### config.mk
export PLATFORM = sky130hd
export DESIGN_NAME = conv_mac_engine
export DESIGN_NICKNAME = d
export VERILOG_FILES = /design/src/rtl/npu_pkg.sv /design/src/rtl/mac_unit.sv /design/src/rtl/conv_mac_engine.sv
export SDC_FILE = /design/constraint.sdc
export NUM_CORES = 1
export LEC_CHECK = 0
export ABC_AREA = 1
export CAP_MARGIN = 20
export CORE_MARGIN = 3
export CORE_UTILIZATION = 50
export CTS_CLUSTER_SIZE = 12
export DETAILED_ROUTE_END_ITERATION = 12
export DONT_BUFFER_PORTS = 1
export HOLD_SLACK_MARGIN = 0.06
export PLACE_DENSITY = 0.69
export RECOVER_POWER = 25
export SETUP_SLACK_MARGIN = 0.15
export SLEW_MARGIN = 20
export SYNTH_ARGS = -nofsm -noshare
export SYNTH_HDL_FRONTEND = slang
export SYNTH_SLANG_ARGS = --single-unit
### constraint.sdc
create_clock -name i_clk -period 7.6 [get_ports i_clk]
set_input_delay 0.38 -clock i_clk [delete_from_list [all_inputs] [get_ports i_clk]]
set_output_delay 0.38 -clock i_clk [all_outputs]
set_load 0.005 [all_outputs]
### src/rtl/npu_pkg.sv
// Shared NPU definitions: MAC engine state encoding, default datapath widths
// and the minimum accumulator width helper.
package npu_pkg;

  typedef enum logic [1:0] {
    IDLE = 2'd0,
    MAC  = 2'd1,
    DONE = 2'd2
  } state_e;

  localparam int unsigned PIXEL_WIDTH_DEF       = 8;
  localparam int unsigned WEIGHT_WIDTH_DEF      = 8;
  localparam int unsigned KERNEL_ADDR_WIDTH_DEF = 6;

  // Smallest accumulator that cannot overflow when summing k*k full-scale products.
  function automatic int unsigned acc_width_min(input int unsigned k,
                                                input int unsigned pw,
                                                input int unsigned ww);
    return pw + ww + $clog2(k * k);
  endfunction

endpackage

### src/rtl/mac_unit.sv
// Registered multiply-accumulate with synchronous clear and enable; o_sum is the
// value the accumulator takes on the next enabled edge.
module mac_unit
  import npu_pkg::*;
#(
  parameter int unsigned PIXEL_WIDTH  = PIXEL_WIDTH_DEF,
  parameter int unsigned WEIGHT_WIDTH = WEIGHT_WIDTH_DEF,
  parameter int unsigned ACC_WIDTH    = acc_width_min(3, PIXEL_WIDTH_DEF, WEIGHT_WIDTH_DEF)
) (
  input  logic                    i_clk,
  input  logic                    i_rst,
  input  logic                    i_clr,
  input  logic                    i_en,
  input  logic [PIXEL_WIDTH-1:0]  i_pixel,
  input  logic [WEIGHT_WIDTH-1:0] i_weight,
  output logic [ACC_WIDTH-1:0]    o_sum
);

  logic [ACC_WIDTH-1:0] r_acc;
  logic [ACC_WIDTH-1:0] w_prod;

  assign w_prod = ACC_WIDTH'(i_pixel) * ACC_WIDTH'(i_weight);
  assign o_sum  = r_acc + w_prod;

  // Accumulator register: clear wins over accumulate.
  always_ff @(posedge i_clk) begin
    if (i_rst) begin
      r_acc <= '0;
    end else if (i_clr) begin
      r_acc <= '0;
    end else if (i_en) begin
      r_acc <= o_sum;
    end else begin
      r_acc <= r_acc;
    end
  end

endmodule

### src/rtl/conv_mac_engine.sv
// KxK convolution dot-product engine: one tap per cycle against the kernel store.
// Optional output shift/clamp to pixel range is enabled by CONV_MAC_OUT_SAT_EN.
module conv_mac_engine
  import npu_pkg::*;
#(
  parameter int unsigned K                 = 3,
  parameter int unsigned PIXEL_WIDTH       = PIXEL_WIDTH_DEF,
  parameter int unsigned WEIGHT_WIDTH      = WEIGHT_WIDTH_DEF,
  parameter int unsigned KERNEL_ADDR_WIDTH = KERNEL_ADDR_WIDTH_DEF,
  parameter int unsigned ACC_WIDTH         = acc_width_min(3, PIXEL_WIDTH_DEF, WEIGHT_WIDTH_DEF),
  parameter int unsigned OUT_SHIFT         = 0
) (
  input  logic                           i_clk,
  input  logic                           i_rst,
  input  logic                           in_valid,
  output logic                           in_ready,
  input  logic [K*K*PIXEL_WIDTH-1:0]     in_window,
  input  logic [KERNEL_ADDR_WIDTH-1:0]   k_base,
  output logic [KERNEL_ADDR_WIDTH-1:0]   k_rd_addr,
  input  logic [WEIGHT_WIDTH-1:0]        k_rd_data,
  output logic                           out_valid,
  input  logic                           out_ready,
  output logic [ACC_WIDTH-1:0]           out_result,
  output logic                           busy
);

  localparam int unsigned TAPS  = K * K;
  localparam int unsigned IDX_W = (TAPS > 1) ? $clog2(TAPS) : 1;
  localparam logic [IDX_W-1:0]     LAST_IDX = IDX_W'(TAPS - 1);
  localparam logic [ACC_WIDTH-1:0] PIX_MAX  = ACC_WIDTH'((64'd1 << PIXEL_WIDTH) - 64'd1);

  state_e                         r_state;
  state_e                         w_state_nxt;
  logic [IDX_W-1:0]               r_idx;
  logic [TAPS*PIXEL_WIDTH-1:0]    r_window;
  logic [KERNEL_ADDR_WIDTH-1:0]   r_addr;
  logic                           r_out_valid;
  logic [ACC_WIDTH-1:0]           r_result;
  logic                           w_accept;
  logic                           w_last;
  logic                           w_mac_en;
  logic [PIXEL_WIDTH-1:0]         w_pixel;
  logic [ACC_WIDTH-1:0]           w_sum;
  logic [ACC_WIDTH-1:0]           w_final;

  assign in_ready   = (r_state == IDLE);
  assign busy       = (r_state != IDLE);
  assign k_rd_addr  = r_addr;
  assign out_valid  = r_out_valid;
  assign out_result = r_result;

  assign w_accept = in_valid && in_ready;
  assign w_mac_en = (r_state == MAC);
  assign w_last   = w_mac_en && (r_idx == LAST_IDX);
  assign w_pixel  = r_window[int'(r_idx) * PIXEL_WIDTH +: PIXEL_WIDTH];

  mac_unit #(
    .PIXEL_WIDTH  (PIXEL_WIDTH),
    .WEIGHT_WIDTH (WEIGHT_WIDTH),
    .ACC_WIDTH    (ACC_WIDTH)
  ) u_mac (
    .i_clk    (i_clk),
    .i_rst    (i_rst),
    .i_clr    (w_accept),
    .i_en     (w_mac_en),
    .i_pixel  (w_pixel),
    .i_weight (k_rd_data),
    .o_sum    (w_sum)
  );

`ifdef CONV_MAC_OUT_SAT_EN
  logic [ACC_WIDTH-1:0] w_shifted;
  assign w_shifted = w_sum >> OUT_SHIFT;
  assign w_final   = (w_shifted > PIX_MAX) ? PIX_MAX : w_shifted;
`else
  // Shift is meaningless without the clamp, so it is forced to zero here.
  localparam int unsigned SHIFT_EFF = 0 * OUT_SHIFT;
  logic w_unused_max;
  assign w_unused_max = ^PIX_MAX;
  assign w_final      = w_sum >> SHIFT_EFF;
`endif

  // Next-state decode.
  always_comb begin
    w_state_nxt = r_state;
    case (r_state)
      IDLE:    w_state_nxt = w_accept ? MAC : IDLE;
      MAC:     w_state_nxt = w_last ? DONE : MAC;
      DONE:    w_state_nxt = out_ready ? IDLE : DONE;
      default: w_state_nxt = IDLE;
    endcase
  end

  // State, sequencing and output registers.
  always_ff @(posedge i_clk) begin
    if (i_rst) begin
      r_state     <= IDLE;
      r_idx       <= '0;
      r_window    <= '0;
      r_addr      <= '0;
      r_out_valid <= 1'b0;
      r_result    <= '0;
    end else begin
      r_state <= w_state_nxt;
      case (r_state)
        IDLE: begin
          if (w_accept) begin
            r_window <= in_window;
            r_addr   <= k_base;
            r_idx    <= '0;
          end
        end
        MAC: begin
          if (w_last) begin
            r_result    <= w_final;
            r_out_valid <= 1'b1;
          end else begin
            r_idx  <= r_idx + IDX_W'(1);
            r_addr <= r_addr + KERNEL_ADDR_WIDTH'(1);
          end
        end
        DONE: begin
          if (out_ready) begin
            r_out_valid <= 1'b0;
          end
        end
        default: begin
          r_out_valid <= 1'b0;
        end
      endcase
    end
  end

endmodule

==> results.py, run 1 <==
metrics = {
    "clock_network": {
        "worst_skew_pair.late_latency_ns": 0.43,
        "cts_hold_buf": 1,
        "post_cts_resized": 0,
        "htree_levels": 4,
        "numClockSinks": 125,
        "clkTransAtPathRegs_ns": 0.06,
        "post-cts-setup-buffer-count": 0,
        "clock_path_buffers": 2,
        "inserted_clock_buffers": 17,
        "tritoncts": "built",
        "clockRootBuffer": "sky130_fd_sc_hd__clkbuf_16",
    },
    "logic_synthesis": {
        "synth_fp_nets": 1368,
        "synthCells": 1184,
        "synthFlopType": "sky130_fd_sc_hd__dfxtp_1",
        "syn_area_um2": 8440,
        "synth-edff-count": 0,
        "synth_seq_cells": 125,
        "avgSynthCellArea_um2": 7.13,
        "yosys-top-cells-area": "sky130_fd_sc_hd__dfxtp_1 (30%), sky130_fd_sc_hd__fa_1 (12%), sky130_fd_sc_hd__nand2_1 (9.6%)",
        "sequential_cell_area_fraction_in_the_yosys_report_pct": 29.7,
        "synth-warning-count": 0,
        "netlist-cell-type-count": 36,
        "synth_top_area_share_pct": 29.7,
        "synth_largest_area_cell": "sky130_fd_sc_hd__dfxtp_1",
        "async_flop_share_pct": 0,
    },
    "detailed_routing": {
        "detailedRoute.firstIterationViolations": 482,
        "wire_per_inst_um": 15.3,
        "viasPerCell": 5.22,
        "vias": 7218,
        "remaining_drc_errors": 0,
        "drtPass1Iterations": 5,
        "routed_wirelength_um": 21200,
        "antenna_left": 0,
    },
    "floorplanning": {
        "floorplan.rows": 46,
        "io_pins": 119,
        "die_height_um": 136,
        "floorplan_core_area_um2": 16200,
        "die_area_um2": 18500,
        "starting_density_of_the_core_pct": 52.2,
        "die-width_um": 136,
    },
    "critical_path": {
        "crit_path_arrival_time_ns": 5.93,
        "regToRegSetupSlack_ns": 1.94,
        "timing.critical_path.to_type": "register",
        "critical_path_peak_fanout": 43,
        "worst-r2r-cell-count": 21,
        "worst_setup_startpoint": "r_idx[0]",
        "crit_path_start_kind": "register",
        "timing.rr.end": "out_result[8]",
        "r2r-start": "r_idx[0]",
        "path_class": "reg -> reg",
        "critical_path.endpoint": "out_result[8]",
        "critical_path_required_ns": 7.87,
    },
    "timing": {
        "hold_violations": 0,
        "timing.final.crit_period_ns": 5.66,
        "final_report_setup_violation_count": 0,
        "fmax_ghz": 0.177,
        "fin_hold_ws_ns": 0.0956,
        "fin_skew_ns": 0.0126,
        "rsz0062_at_grt": "no",
        "worstMarginPinSlew_ns": 2.69,
        "min_period_over_period_pct": 74.5,
        "slew_headroom_pct": -79.8,
        "final-max-slew-violation-count": 108,
        "setup_total_negative_slack_ns": 0,
    },
    "placement": {
        "gpl.final_weighted_congestion": 0.886,
        "dp_hpwl_um": 16000,
        "io_buffers": 0,
        "placedCellCount": 1351,
    },
    "grt": {
        "grt_pass1_vias": 6895,
        "grt_pass1_wl_um": 34700,
        "globalRouteOverflowTotal": 0,
        "grt.total_usage_pct": 24.0,
        "grt_start_max_net_pins": 108,
        "antenna_found_initial": 0,
    },
    "outcome": {
        "outcome": "finished with violations",
        "violations": "capacitance limit, slew limit",
    },
    "power_and_ir_drop": {
        "netSwitchingFraction_pct": 40.8,
        "share_clk_of_total_power_pct": 29.3,
        "power.density_cell_area_nw_per_um2": 289,
        "leakagePower_nw": 4.40,
        "pwr-share-seq_pct": 28.3,
        "power_report.internal_total_mw": 1.54,
        "net-switching-power_mw": 1.06,
        "power.share.combinational_pct": 42.4,
        "total_power_mw": 2.60,
        "power.ir.vdd_worst_uv": 177,
    },
    "cells_and_area": {
        "post_layout_nonfiller_instances": 1384,
        "post_route_cells_drive_above_1_share_pct": 5.22,
        "fin_nets": 1339,
        "diodes": 0,
        "final_core_util_pct": 55.6,
        "syn_to_final_growth_pct": 6.55,
    },
    "flow_run": {
        "drv_cap": 1,
    },
    "worst_hold_path": {
        "worstHoldPathType": "in -> reg",
    },
}
==> how the worst min path moves through the flow <==
stage	start	to	cells past startpoint
6_report	i_rst	out_result[15]	3
5_1_grt	k_base[0]	k_rd_addr[0]	2
4_1_cts	i_rst	out_result[15]	3
3_5_place_dp	r_window[35]	r_window[35]	2
3_3_place_gp	r_window[35]	r_window[35]	2
2_1_floorplan	r_window[32]	r_window[32]	2
==> power groups by stage <==
stage / logic (mW) / registers (mW) / clock network, mW
2_1_floorplan: 0.867 / 0.736 / 0
3_3_place_gp: 1.08 / 0.747 / 0
3_5_place_dp: 1.09 / 0.748 / 0
4_1_cts: 1.10 / 0.734 / 0.775
5_1_grt: 1.28 / 0.740 / 0.797
6_report: 1.10 / 0.735 / 0.762
==> through the flow <==
step / cell area [um^2] / setup slack [ns]
after CTS: 9000 / 1.91
final: 8990 / 1.94
after global routing: 8990 / 1.53
after global placement: 8440 / 2.07
after floorplan: 8440 / 2.96
after detailed placement: 8440 / 1.98
==> state kept, by name (all words and copies together), names as in the netlist <==
name	cells
r_window	72
out_result	20
u_mac.r_acc	20
k_rd_addr	6
r_idx	4
r_state	2
out_valid	1
==> critical path, cell delays in order, from the launching register on <==
cell	delay [ns]
sky130_fd_sc_hd__dfxtp_1	0.74
sky130_fd_sc_hd__inv_4	0.31
sky130_fd_sc_hd__o21ai_0	0.31
sky130_fd_sc_hd__o22ai_1	0.16
sky130_fd_sc_hd__o21bai_4	0.21
sky130_fd_sc_hd__nand2_1	0.15
sky130_fd_sc_hd__nand2_1	0.11
sky130_fd_sc_hd__fa_1	0.46
sky130_fd_sc_hd__fa_1	0.55
sky130_fd_sc_hd__inv_1	0.05
sky130_fd_sc_hd__fa_1	0.54
sky130_fd_sc_hd__inv_1	0.06
sky130_fd_sc_hd__fa_1	0.53
sky130_fd_sc_hd__inv_1	0.04
sky130_fd_sc_hd__ha_1	0.34
sky130_fd_sc_hd__nand2_1	0.13
sky130_fd_sc_hd__inv_1	0.05
sky130_fd_sc_hd__nand2_1	0.06
sky130_fd_sc_hd__nand3_1	0.18
sky130_fd_sc_hd__or2_2	0.34
sky130_fd_sc_hd__nand3_1	0.08
sky130_fd_sc_hd__a21oi_1	0.08
==> per-layer routing <==
layer,wire (um),track usage [%],share of wire [%],up-vias
li1,-,-,-,3670
met1,9760,33.1,46,3285
met2,9360,36.8,44,243
met3,1810,6.37,8.5,20
met4,297,7.84,1.4,0
met5,0,0,0,-
==> Yosys cell counts, types with 10 or more instances <==
cell / count
sky130_fd_sc_hd__a21oi_1: 113
sky130_fd_sc_hd__buf_2: 20
sky130_fd_sc_hd__clkbuf_1: 16
sky130_fd_sc_hd__dfxtp_1: 125
sky130_fd_sc_hd__fa_1: 50
sky130_fd_sc_hd__ha_1: 44
sky130_fd_sc_hd__inv_1: 203
sky130_fd_sc_hd__nand2_1: 216
sky130_fd_sc_hd__nand3_1: 61
sky130_fd_sc_hd__nand4_1: 10
sky130_fd_sc_hd__nor2_1: 147
sky130_fd_sc_hd__o21ai_0: 104
==> cell usage in the layout, fill, tap and decap left out <==
cell | netlist | final
sky130_fd_sc_hd__ha_1 | 44 | 44
sky130_fd_sc_hd__dfxtp_2 | 0 | 1
sky130_fd_sc_hd__inv_1 | 203 | 203
sky130_fd_sc_hd__clkbuf_1 | 16 | 1
sky130_fd_sc_hd__a31oi_1 | 1 | 1
sky130_fd_sc_hd__buf_4 | 8 | 2
sky130_fd_sc_hd__o21bai_4 | 8 | 8
sky130_fd_sc_hd__clkbuf_8 | 0 | 1
sky130_fd_sc_hd__a211oi_1 | 5 | 5
sky130_fd_sc_hd__nand4_1 | 10 | 10
sky130_fd_sc_hd__or2_2 | 4 | 4
sky130_fd_sc_hd__mux2i_1 | 1 | 1
sky130_fd_sc_hd__nor2_8 | 1 | 1
sky130_fd_sc_hd__clkinv_2 | 0 | 1
sky130_fd_sc_hd__clkinvlp_4 | 0 | 3
sky130_fd_sc_hd__o21ai_1 | 3 | 3
sky130_fd_sc_hd__o21ai_0 | 104 | 104
sky130_fd_sc_hd__dfxtp_1 | 125 | 124
sky130_fd_sc_hd__inv_4 | 2 | 2
sky130_fd_sc_hd__fa_1 | 50 | 50
sky130_fd_sc_hd__inv_6 | 0 | 4
sky130_fd_sc_hd__o22ai_1 | 8 | 8
sky130_fd_sc_hd__xnor2_1 | 2 | 2
sky130_fd_sc_hd__dlygate4sd3_1 | 0 | 1
sky130_fd_sc_hd__nor2_1 | 147 | 148
sky130_fd_sc_hd__nor3_1 | 5 | 5
sky130_fd_sc_hd__nand3_1 | 61 | 61
sky130_fd_sc_hd__clkbuf_16 | 0 | 17
sky130_fd_sc_hd__nand2_4 | 2 | 1
sky130_fd_sc_hd__xor2_1 | 3 | 3
sky130_fd_sc_hd__nand2_1 | 216 | 217
sky130_fd_sc_hd__a21oi_1 | 113 | 113
sky130_fd_sc_hd__inv_2 | 4 | 4
sky130_fd_sc_hd__inv_8 | 0 | 1
sky130_fd_sc_hd__nand2_2 | 3 | 3
sky130_fd_sc_hd__nor2_4 | 3 | 3
sky130_fd_sc_hd__a21o_1 | 1 | 1
sky130_fd_sc_hd__clkinv_4 | 1 | 5
sky130_fd_sc_hd__or2_1 | 2 | 2
==> cells by family after synthesis <==
kind of cell / Yosys count / synth area share [%]
flip-flops: 125 / 29.7
AND/OR/NAND/NOR: 455 / 22.4
AO/OA/AOI/OAI: 243 / 16.0
XOR/XNOR: 5 / 0.519
adder cells (fa/ha/maj): 94 / 18.4
buffers and inverters: 261 / 12.8
multiplexers: 1 / 0.119
==> area by class of cell <==
type	instances	area (um^2)
Fill cell	1540	7180
Multi-Input combinational cell	798	4840
Sequential cell	125	2500
Inverter	210	798
Clock buffer	19	443
Tap cell	216	270
Clock inverter	13	109
Timing Repair Buffer	3	25.0
Note: power is estimated with default switching activity, not from simulation.
==> run 2, diff against run 1 <==
- clock period: 7.6 -> 5.4 ns (I/O delays scaled with it)
==> results.py, run 2 (same netlist as run 1, synthesis figures left out) <==
metrics = {
    "outcome": {
        "outcome": "finished with violations",
        "violations": "capacitance limit, slew limit",
    },
    "timing": {
        "setup_slack_ns": 0.434,
        "worstMarginPinSlew_ns": 2.77,
        "timing.final.crit_period_ns": 4.97,
        "slew_headroom_pct": -85.3,
        "min_period_over_period_pct": 92.0,
        "final_report_setup_violation_count": 0,
        "hold_violations": 0,
        "fmax_ghz": 0.201,
        "rsz0062_at_grt": "no",
        "setup_total_negative_slack_ns": 0,
        "final-max-slew-violation-count": 108,
        "fin_skew_ns": 0.00767,
    },
    "power_and_ir_drop": {
        "leakagePower_nw": 4.78,
        "power.ir.vdd_worst_uv": 237,
        "power.density_cell_area_nw_per_um2": 388,
    },
    "critical_path": {
        "regToRegSetupSlack_ns": 0.43,
        "worst_setup_startpoint": "r_idx[3]",
        "crit_path_start_kind": "register",
        "r2r-start": "r_idx[3]",
        "path_cells": "clkinvlp_4 > nor2_4 > nand4_1 > buf_4 > nand2_1 > nand2_1 > fa_1 > inv_1 > fa_1 > inv_1 > fa_1 > inv_1 > fa_1 > ha_1 > nand2_1 > nand2_1 > nand2_1 > nand2_1 > a21oi_1 > nand2_1 > nand2_1 > nand3_1 > nand2_1 > inv_1",
        "crit_path_arrival_time_ns": 5.30,
        "cp.buffers_inverters": 6,
        "critical_path_peak_fanout": 6,
        "timing.critical_path.to_type": "register",
        "path_class": "reg -> reg",
        "critical_path_required_ns": 5.73,
        "delay_contributed_by_the_slowest_stage_of_the_critical_path_ns": 0.56,
        "worst_path_most_repeated_cell": "sky130_fd_sc_hd__nand2_1",
        "critPathTopFamily": "adder cells",
        "timing.critical_path.slowest_stage_cell": "sky130_fd_sc_hd__fa_1",
    },
    "detailed_routing": {
        "antenna_left": 0,
        "wire_per_inst_um": 15.4,
        "vias": 7615,
        "drtPass1Iterations": 5,
        "detailedRoute.firstIterationViolations": 580,
        "remaining_drc_errors": 0,
        "viasPerCell": 5.20,
        "routed_wirelength_um": 22500,
    },
    "floorplanning": {
        "starting_density_of_the_core_pct": 52.2,
        "io_pins": 119,
        "die_area_um2": 18500,
        "floorplan_core_area_um2": 16200,
        "floorplan.rows": 46,
        "die_height_um": 136,
        "die-width_um": 136,
    },
    "cells_and_area": {
        "mostFrequentLayoutCells": "sky130_fd_sc_hd__nand2_1 (214), sky130_fd_sc_hd__inv_1 (202), sky130_fd_sc_hd__nor2_1 (148), sky130_fd_sc_hd__dfxtp_1 (123), sky130_fd_sc_hd__a21oi_1 (111)",
        "final_core_util_pct": 61.0,
        "post_layout_nonfiller_instances": 1465,
        "finish.instance_area_um2": 9870,
        "fin_nets": 1420,
        "num-fill-cells": 1494,
        "mostFrequentLayoutCell": "sky130_fd_sc_hd__nand2_1",
        "diodes": 0,
        "syn_to_final_growth_pct": 16.9,
        "sequential_cell_area_um2": 2500,
        "multi_input_comb_area_um2": 4900,
        "post_route_cells_drive_above_1_share_pct": 7.77,
        "registers.top_by_ff_count": "r_window",
        "largest_reg_flops": 72,
    },
    "clock_network": {
        "tritoncts": "built",
        "inserted_clock_buffers": 17,
        "clock_path_buffers": 2,
        "worst_skew_pair.late_latency_ns": 0.43,
        "htree_levels": 4,
        "numClockSinks": 125,
        "clockRootBuffer": "sky130_fd_sc_hd__clkbuf_16",
        "clkTransAtPathRegs_ns": 0.06,
    },
    "grt": {
        "grt.total_usage_pct": 25.0,
        "antenna_found_initial": 1,
        "grt_start_max_net_pins": 108,
        "grt_pass1_vias": 7257,
        "grt_pass1_wl_um": 36300,
        "globalRouteOverflowTotal": 0,
    },
    "placement": {
        "io_buffers": 0,
        "dp_hpwl_um": 16200,
        "preCtsSetupSlack_ns": 0.357,
        "post_dp_cell_area_um2": 8490,
        "gpl.final_weighted_congestion": 0.928,
        "placedCellCount": 1358,
    },
    "worst_hold_path": {
        "hold_start": "in_window[38]",
        "worstHoldPathType": "in -> reg",
    },
    "flow_run": {
        "drv_cap": 1,
    },
}
## run 2: changes by cell type in the layout (fill, tap and decap cells not counted), moves of 3 or more
cell                            change
sky130_fd_sc_hd__dlygate4sd3_1     +58
sky130_fd_sc_hd__buf_4             +17
sky130_fd_sc_hd__o22ai_1            -4
sky130_fd_sc_hd__o22ai_2            +4
sky130_fd_sc_hd__clkinv_2           +3
sky130_fd_sc_hd__nand2_1            -3
sky130_fd_sc_hd__nand2_2            +3
sky130_fd_sc_hd__o21ai_0            -3
sky130_fd_sc_hd__o21ai_1            +3
## run 2: area by class of cell
type	instances	area share (%)
Clock buffer	17	4.31
Clock inverter	15	1.66
Inverter	210	8.18
Multi-Input combinational cell	799	49.6
Sequential cell	125	25.4
Tap cell	216	2.74
Timing Repair Buffer	82	8.05
Timing Repair inverter	1	0.0507
## run 2: routing by layer
layer	vias up	share of wire, %	global-route usage, %
li1	3833	-	-
met3	31	6.7	5.96
met4	2	1.7	7.50
met5	-	0.058	0
met2	227	46	40.2
met1	3522	46	33.6
## run 2: final timing paths
path | cells after the start | endpoint
setup / recovery | 24 | out_result[18]
hold / removal | 2 | r_window[38]
setup reg to reg | 24 | out_result[18]
hold reg to reg | 2 | r_window[32]
## run 2: per-stage QoR
step	hold slack [ns]	total power, mW
finish	0.0648	3.83
global route	0.0777	4.11
CTS	0.0632	3.80
detailed placement	0.345	2.60
global placement	0.342	2.58
floorplan	0.414	2.26
## run 2: timing repair
item,CTS,global route
endpoints found under the setup margin,0,24
setup buffers,0,13
resized for setup,0,24
hold endpoints to repair,89,0
hold buffers,60,0
## run 2: report_power, final
group	internal (mW)	total (mW)	leakage, nW	switching, mW
Clock	0.687	1.15	0.284	0.464
Combinational	0.612	1.64	3.46	1.03
Sequential	0.992	1.03	1.03	0.0408
Total	2.29	3.83	4.78	1.54
## run 2: worst reg2reg max path, delay by kind of cell, from the launching register on
kind	cells	cell delay, ns
flip-flops	1	0.35
buffers and inverters	6	0.62
adder cells (fa/ha/maj)	5	2.47
AND/OR/NAND/NOR	12	1.21
AO/OA/AOI/OAI	1	0.24
==> run 3, diff against run 2 <==
- CAP_MARGIN: 20 -> 0
- PLACE_DENSITY: 0.69 -> default
==> results.py, run 3 (same netlist as run 1, synthesis figures left out) <==
metrics = {
    "outcome": {
        "outcome": "complete, no violations",
    },
    "timing": {
        "timing.final.crit_period_ns": 5.00,
        "fin_skew_ns": 0.00897,
        "rsz0062_at_grt": "no",
        "setup_total_negative_slack_ns": 0,
        "hold_violations": 0,
        "slew_headroom_pct": 39.5,
        "final_report_setup_violation_count": 0,
        "final-max-slew-violation-count": 0,
        "worstMarginPinSlew_ns": 0.907,
        "fin_hold_ws_ns": 0.0655,
        "fmax_ghz": 0.200,
        "min_period_over_period_pct": 92.5,
    },
    "critical_path": {
        "delay_contributed_by_the_slowest_stage_of_the_critical_path_ns": 0.56,
        "critPathTopFamily": "adder cells",
        "worst_path_most_repeated_cell": "sky130_fd_sc_hd__nand2_1",
        "critical_path.endpoint": "u_mac.r_acc[11]",
        "crit_path_start_kind": "register",
        "path_cells": "inv_6 > buf_4 > nand4_1 > nand2_1 > nand2_1 > fa_1 > inv_1 > fa_1 > inv_1 > fa_1 > fa_1 > inv_1 > ha_1 > or2_1 > nand3_1 > nand2_1 > or2_1 > nand2_1 > nand2_1 > nand2_1 > inv_1",
        "critical_path_required_ns": 5.73,
        "timing.critical_path.to_type": "register",
        "worst-r2r-cell-count": 21,
        "worst-path-stages": 21,
        "regToRegSetupSlack_ns": 0.40,
        "r2r-start": "r_idx[0]",
        "timing.rr.end": "u_mac.r_acc[11]",
        "timing.critical_path.slowest_stage_cell": "sky130_fd_sc_hd__fa_1",
        "crit_path_arrival_time_ns": 5.33,
        "path_class": "reg -> reg",
        "critical_path_peak_fanout": 33,
        "cp.buffers_inverters": 6,
        "worst_setup_startpoint": "r_idx[0]",
    },
    "cells_and_area": {
        "fin_nets": 1412,
        "syn_to_final_growth_pct": 16.1,
        "largest_reg_flops": 72,
        "mostFrequentLayoutCell": "sky130_fd_sc_hd__nand2_1",
        "registers.top_by_ff_count": "r_window",
        "post_route_cells_drive_above_1_share_pct": 6.61,
        "num-fill-cells": 1585,
        "mostFrequentLayoutCells": "sky130_fd_sc_hd__nand2_1 (215), sky130_fd_sc_hd__inv_1 (202), sky130_fd_sc_hd__nor2_1 (148), sky130_fd_sc_hd__dfxtp_1 (123), sky130_fd_sc_hd__a21oi_1 (113)",
        "diodes": 0,
    },
    "grt": {
        "grt.total_usage_pct": 24.5,
        "grt_pass1_wl_um": 35600,
        "grt_pass1_vias": 6982,
        "grt_start_max_net_pins": 108,
        "antenna_found_initial": 0,
        "globalRouteOverflowTotal": 0,
    },
    "floorplanning": {
        "die_area_um2": 18500,
        "die-width_um": 136,
        "die_height_um": 136,
        "starting_density_of_the_core_pct": 52.2,
        "floorplan_core_area_um2": 16200,
        "floorplan.rows": 46,
        "io_pins": 119,
    },
    "clock_network": {
        "clockRootBuffer": "sky130_fd_sc_hd__clkbuf_16",
        "worst_skew_pair.late_latency_ns": 0.43,
        "inserted_clock_buffers": 17,
        "clock_path_buffers": 2,
        "tritoncts": "built",
        "clkTransAtPathRegs_ns": 0.06,
        "htree_levels": 4,
        "numClockSinks": 125,
    },
    "power_and_ir_drop": {
        "power.density_cell_area_nw_per_um2": 383,
        "leakagePower_nw": 4.75,
        "power.ir.vdd_worst_uv": 240,
    },
    "worst_hold_path": {
        "worstHoldPathType": "in -> reg",
        "hold_start": "in_window[25]",
    },
    "detailed_routing": {
        "wire_per_inst_um": 14.8,
        "viasPerCell": 5.08,
        "antenna_left": 0,
        "vias": 7407,
        "remaining_drc_errors": 0,
        "routed_wirelength_um": 21600,
        "drtPass1Iterations": 5,
        "detailedRoute.firstIterationViolations": 506,
    },
    "flow_run": {
        "drv_cap": 0,
    },
    "placement": {
        "io_buffers": 0,
        "dp_hpwl_um": 16000,
        "gpl.final_weighted_congestion": 0.862,
    },
}
-- run 3: cell type report --
| type | count | area (um^2) | share of cell area (%) |
|---|---|---|---|
| multi-input cells | 798 | 4880 | 49.8 |
| flip-flops and latches | 125 | 2510 | 25.6 |
| inverters | 210 | 803 | 8.20 |
| repair buffers | 76 | 766 | 7.82 |
| clock buffers | 18 | 429 | 4.38 |
| well taps | 216 | 270 | 2.76 |
| clock inverters | 14 | 145 | 1.48 |
-- run 3: timing repair --
item / CTS / global route
hold buffers: 61 / 0
gates resized for setup: 0 / 14
hold endpoints to repair: 90 / 0
setup endpoints to repair: 0 / 24
buffers inserted: 0 / 5
-- run 3: through the flow --
step	total power [mW]	worst slack (ns)	util, %	cell area [um^2]	std cells
after CTS	3.78	0.255	60.1	9720	1452
after floorplan	2.26	0.764	-	8440	1184
final	3.75	0.403	60.6	9800	1457
after global routing	4.08	0.144	60.6	9800	1457
after global placement	2.58	0.312	52.7	8520	1359
after detailed placement	2.59	0.273	52.7	8520	1359
-- run 3: how the worst min path moves through the flow --
stage	endpoint	cells after the start
after floorplan	k_rd_addr[0]	2
final	r_window[25]	2
after detailed placement	k_rd_addr[4]	1
after global placement	k_rd_addr[4]	1
after CTS	r_window[25]	2
after global routing	r_window[25]	2
-- run 3: report_power, final --
group,internal [mW],leakage [nW],switching (mW)
Clock,0.651,0.279,0.483
Sequential,0.991,1.03,0.0409
Combinational,0.593,3.44,0.995
-- run 3: routing by layer --
layer | vias up | share of wire [%] | GRT usage, %
met5 | - | 0 | 0
met1 | 3362 | 50 | 36.3
met3 | 12 | 6.6 | 5.70
li1 | 3813 | - | -
met4 | 0 | 0.60 | 4.93
met2 | 220 | 43 | 36.8
